[config.mk]
export PLATFORM = sky130hd
export DESIGN_NAME = spi_cmd_ctrl
export DESIGN_NICKNAME = d
export VERILOG_FILES = /design/src/rtl/spi_cmd_ctrl.sv
export SDC_FILE = /design/constraint.sdc
export NUM_CORES = 1
export LEC_CHECK = 0
export CAP_MARGIN = 20
export CORE_ASPECT_RATIO = 1.1
export CORE_UTILIZATION = 40
export CTS_CLUSTER_DIAMETER = 100
export DETAILED_ROUTE_END_ITERATION = 10
export PLACE_DENSITY = 0.8
export SYNTH_ARGS = -nofsm -noshare
export SYNTH_HDL_FRONTEND = slang
export SYNTH_SLANG_ARGS = --single-unit
[constraint.sdc]
create_clock -name clk -period 1.4 [get_ports clk]
set_clock_uncertainty 0.05 [all_clocks]
set_input_delay 0.21 -clock clk [delete_from_list [all_inputs] [get_ports clk]]
set_output_delay 0.21 -clock clk [all_outputs]
set_load 0.02 [all_outputs]
[src/rtl/spi_cmd_ctrl.sv]
// spi_cmd_ctrl: sequences SPI transactions onto the internal register bus.
// The first byte after chip-select is a command: bit 7 selects read (1) or
// write (0), and bits [ADDR_W-1:0] give the start address. The following bytes
// are written to, or read from, the addressed register(s).
// Optional feature macro: SPI_CMD_AUTOINC_EN. When it is defined, the address
// advances after every data byte. When it is undefined, every data byte
// accesses the command address.
//
// state  | meaning
// -------+-----------------------------------------------------------------
// IDLE   | no transaction; outputs at reset values (xfer_err is kept)
// CMD    | waiting for the command byte; transmit IDLE_FILL
// WRITE  | every received byte is written to addr
// RFETCH | reg_re issued; wait for reg_rdata and load it into byte_send_data
// READ   | read byte loaded; the next received (dummy) byte starts the next fetch

module spi_cmd_ctrl #(
  parameter int          ADDR_W    = 7,
  parameter logic [7:0]  IDLE_FILL = 8'hFF
) (
  input  logic              clk,
  input  logic              reset,
  input  logic              ssel_active,
  input  logic              byte_received,
  input  logic [7:0]        byte_received_data,
  output logic              byte_send,
  output logic [7:0]        byte_send_data,
  output logic [ADDR_W-1:0] reg_addr,
  output logic [7:0]        reg_wdata,
  output logic              reg_we,
  output logic              reg_re,
  input  logic [7:0]        reg_rdata,
  output logic              busy,
  output logic              xfer_err
);

  typedef enum logic [2:0] {
    S_IDLE   = 3'd0,
    S_CMD    = 3'd1,
    S_WRITE  = 3'd2,
    S_RFETCH = 3'd3,
    S_READ   = 3'd4
  } state_t;

  state_t              state, state_nx;
  logic [ADDR_W-1:0]   addr, addr_nx, addr_step, cmd_addr;
  logic                byte_send_nx, reg_we_nx, reg_re_nx, busy_nx, xfer_err_nx;
  logic [7:0]          byte_send_data_nx, reg_wdata_nx;
  logic [ADDR_W-1:0]   reg_addr_nx;

  assign cmd_addr = byte_received_data[ADDR_W-1:0];

`ifdef SPI_CMD_AUTOINC_EN
  // Truncation to ADDR_W bits makes the top address wrap to 0.
  assign addr_step = addr + ADDR_W'(1);
`else
  assign addr_step = addr;
`endif

  // State, working address and all outputs are registered here.
  always_ff @(posedge clk) begin
    if (reset) begin
      state          <= S_IDLE;
      addr           <= '0;
      byte_send      <= 1'b0;
      byte_send_data <= 8'h00;
      reg_addr       <= '0;
      reg_wdata      <= 8'h00;
      reg_we         <= 1'b0;
      reg_re         <= 1'b0;
      busy           <= 1'b0;
      xfer_err       <= 1'b0;
    end else begin
      state          <= state_nx;
      addr           <= addr_nx;
      byte_send      <= byte_send_nx;
      byte_send_data <= byte_send_data_nx;
      reg_addr       <= reg_addr_nx;
      reg_wdata      <= reg_wdata_nx;
      reg_we         <= reg_we_nx;
      reg_re         <= reg_re_nx;
      busy           <= busy_nx;
      xfer_err       <= xfer_err_nx;
    end
  end

  // Next-state and next-output decode.
  always_comb begin
    state_nx          = state;
    addr_nx           = addr;
    byte_send_nx      = byte_send;
    byte_send_data_nx = byte_send_data;
    reg_addr_nx       = addr;
    reg_wdata_nx      = reg_wdata;
    reg_we_nx         = 1'b0;
    reg_re_nx         = 1'b0;
    busy_nx           = 1'b1;
    xfer_err_nx       = xfer_err;

    if (state != S_IDLE && !ssel_active) begin
      // Chip-select dropped: abandon the transaction, and drop any byte that arrives in the same cycle.
      state_nx          = S_IDLE;
      addr_nx           = '0;
      byte_send_nx      = 1'b0;
      byte_send_data_nx = 8'h00;
      reg_addr_nx       = '0;
      reg_wdata_nx      = 8'h00;
      busy_nx           = 1'b0;
    end else begin
      case (state)
        S_IDLE: begin
          addr_nx           = '0;
          byte_send_nx      = 1'b0;
          byte_send_data_nx = 8'h00;
          reg_addr_nx       = '0;
          reg_wdata_nx      = 8'h00;
          busy_nx           = 1'b0;
          if (ssel_active) begin
            state_nx          = S_CMD;
            byte_send_nx      = 1'b1;
            byte_send_data_nx = IDLE_FILL;
            busy_nx           = 1'b1;
            xfer_err_nx       = 1'b0;
          end
        end
        S_CMD: begin
          if (byte_received) begin
            addr_nx     = cmd_addr;
            reg_addr_nx = cmd_addr;
            if (byte_received_data[7]) begin
              reg_re_nx    = 1'b1;
              byte_send_nx = 1'b0;
              state_nx     = S_RFETCH;
            end else begin
              state_nx = S_WRITE;
            end
          end
        end
        S_WRITE: begin
          if (byte_received) begin
            reg_we_nx    = 1'b1;
            reg_wdata_nx = byte_received_data;
            reg_addr_nx  = addr;
            addr_nx      = addr_step;
          end
        end
        S_RFETCH: begin
          if (byte_received) begin
            xfer_err_nx = 1'b1;
          end
          // reg_re is still high in the first RFETCH cycle, so reg_rdata
          // becomes valid only in the cycle after that.
          if (!reg_re) begin
            byte_send_data_nx = reg_rdata;
            byte_send_nx      = 1'b1;
            state_nx          = S_READ;
          end
        end
        S_READ: begin
          if (byte_received) begin
            addr_nx      = addr_step;
            reg_addr_nx  = addr_step;
            reg_re_nx    = 1'b1;
            byte_send_nx = 1'b0;
            state_nx     = S_RFETCH;
          end
        end
        default: begin
          state_nx = S_IDLE;
          busy_nx  = 1'b0;
        end
      endcase
    end
  end

endmodule

==> flow_summary.json <==
{
  "status": "finished with violations",
  "violations": "design-rule violations, negative setup slack",
  "drive_gt1_share_pct": 29.8,
  "final_common_cell": "dlygate4sd2_1",
  "path_max_fanout": 6,
  "drt_iter0_drc": 56,
  "worstRegToRegCells": 4,
  "wirelength_um": 3990,
  "portBuffers": 47,
  "cts_sinks": 31,
  "ir_drop_mv": 0.599,
  "cts-root-buf": "clkbuf_4",
  "rsz0062_at_grt": "true",
  "initial_core_util_pct": 43.2,
  "grt_pass1_vias": 1383,
  "layout_common_cells": "dlygate4sd2_1 (29), dfxtp_1 (28), nor2_1 (24), clkdlybuf4s50_1 (18), buf_4 (17)",
  "dieArea_mm2": 0.00364,
  "post-route-util_pct": 68.0,
  "timing.rr.end": "state[1]",
  "grt_pass1_wl_um": 5990,
  "tritoncts": "yes",
  "setup_viol": 3,
  "place.gp.congestion": 0.787,
  "end_kind": "flip-flop",
  "syn-cell-area_mm2": 0.00136,
  "start_kind": "flip-flop",
  "htree_levels": 2,
  "ys.warnings.count": 0,
  "postSynthAreaPerCell_um2": 9.52,
  "min_path_cells": 3,
  "crit_required_ns": 1.62,
  "fp.dieH_um": 63.2,
  "final_max_slew_viol_count": 0,
  "via_count": 1379,
  "fin_crit_sh_pct": 103,
  "ctsHoldBuffers": 0,
  "ys_seq_area_share_pct": 45.6,
  "syn2layout_area_growth_pct": 57.5,
  "dp_cells": 233,
  "gr-total-overflow": 0,
  "min_to": "state[2]",
  "ios": 48,
  "clk_latency_ns": 0.33,
  "ant_nets": 0,
  "reg2reg_slack_ns": -0.04,
  "period_needed_ns": 1.44,
  "antenna_found_initial": 0,
  "power_density_mw_per_mm2": 1430,
  "final-hold-violation-count": 0,
  "drt-wirelength-per-cell_um": 16.5,
  "p_leak_uw": 0.000939,
  "drtPass1Iterations": 7,
  "viasPerCell": 5.70,
  "clockBufferDepth": 2,
  "die_w_um": 57.6,
  "crit_type": "flip-flop to flip-flop",
  "grtUsageTotal_pct": 21.8,
  "clkSlewWorstSetupHoldPaths_ns": 0.09,
  "hold_class": "input port to flip-flop",
  "rows": 21,
  "dpl.hpwl_um": 2700,
  "hold-worst-slack_ns": 0.414,
  "power_uw": 3060,
  "r2r-start": "state[0]",
  "maxCapViolations": 0,
  "synth_nets": 163,
  "post-route-drc-count": 5,
  "diodes": 0,
  "final_cells": 242,
  "fin_nets": 228,
  "ys_seq_elements": 31,
  "grt_max_degree": 22,
  "tightest_slew_ns": 0.354,
  "worst_slack_ns": -0.0374,
  "cp.arrival_ns": 1.66,
  "maxSlewHeadroom_pct": 76.4,
  "post-place-ws_ns": -0.381,
  "cts_buffers": 5,
  "syn-instance-count": 143,
  "worstHoldStart": "byte_received",
  "fmax_ghz": 0.696,
  "synth_cell_types": 38,
  "coreArea_mm2": 0.00315
}
==> synthesized netlist by cell type, drive strengths merged <==
master   count  share of area, %
or2          2               1.1
nand3b       1               1.5
or3b         1              0.64
a41oi        1              0.64
o21bai       1              0.55
a31oi        8               3.7
a2111o       1              0.83
inv          4               1.1
o221ai       1               1.1
nand2        1              0.28
or2b         1              0.55
nor3         2               1.6
a211oi      10               6.2
nor2        27               7.4
or4b         1              0.74
or4          1              0.55
dfxtp       31                46
nor2b        3               1.4
o211ai       1              0.55
and2b        2               1.3
a21oi        9               4.7
nand4bb      1              0.83
a22oi       16               8.8
and3         1              0.46
buf         10               5.1
nand2b       1              0.46
o21ai        4               1.7
o31ai        1              0.55
==> cells by family (layout without fill, tap and decap cells) <==
family	count (synthesis)	after routing	share of synthesized area, %
compound gates	53	53	29.4
buf+inv	14	79	6.25
flops	31	31	45.6
simple gates	45	45	18.8
==> where the power goes <==
part           switching [uW]  internal, uW
clock network             303           232
registers                82.8          1010
logic                     803           628
total                    1190          1870
==> worst max-delay path, cell delays in order, from the launching register on <==
cell	delay (ns)
dfxtp_4	0.38
or3b_2	0.23
a21oi_4	0.07
or4_4	0.51
a21oi_2	0.14
==> what timing repair did <==
| item | CTS | global route |
|---|---|---|
| buffers inserted | 0 | 2 |
| pin swaps | 3 | 5 |
| setup endpoints to repair | 57 | 25 |
| gates resized for setup | 42 | 24 |
==> stage by stage <==
| stage | TNS (ns) | cell area, um2 |
|---|---|---|
| 6_report | -0.0720 | 2140 |
| 5_1_grt | -0.636 | 2140 |
| 4_1_cts | -0.0433 | 2030 |
| 3_5_place_dp | -6.62 | 1980 |
| 3_3_place_gp | -5.22 | 1980 |
| 2_1_floorplan | 0 | 1360 |
==> registers in the layout (all words and copies together), names as in the netlist <==
| register | flops |
|---|---|
| busy | 1 |
| reg_we | 1 |
| reg_wdata | 8 |
| addr | 7 |
| state | 3 |
| xfer_err | 1 |
| reg_re | 1 |
| byte_send_data | 8 |
| byte_send | 1 |
==> layout make-up <==
cell class / instances / area, um2
multi-input combinational: 98 / 774
tap: 34 / 42.5
sequential: 31 / 632
clock inverter: 1 / 5.00
inverter: 4 / 15.0
clock buffer: 6 / 51.3
timing repair buffer: 68 / 624
fill: 243 / 1010
==> worst max path at each step <==
stage	cells past startpoint	end	slack (ns)	startpoint
final	4	state[1]	-0.04	state[0]
after global routing	4	state[1]	-0.1	state[1]
after CTS	4	state[1]	-0.04	state[2]
after detailed placement	5	state[1]	-0.38	byte_received
after global placement	5	state[1]	-0.28	byte_received
after floorplan	4	state[1]	0.06	state[1]
==> per-layer routing <==
layer	global-route usage (%)	wire, um	vias up
li1	-	-	655
met1	21.5	1500	665
met2	39.8	2220	48
met3	5.95	184	11
met4	12.5	95	0
met5	0	0	-
Power figures use the tool's default switching activity.
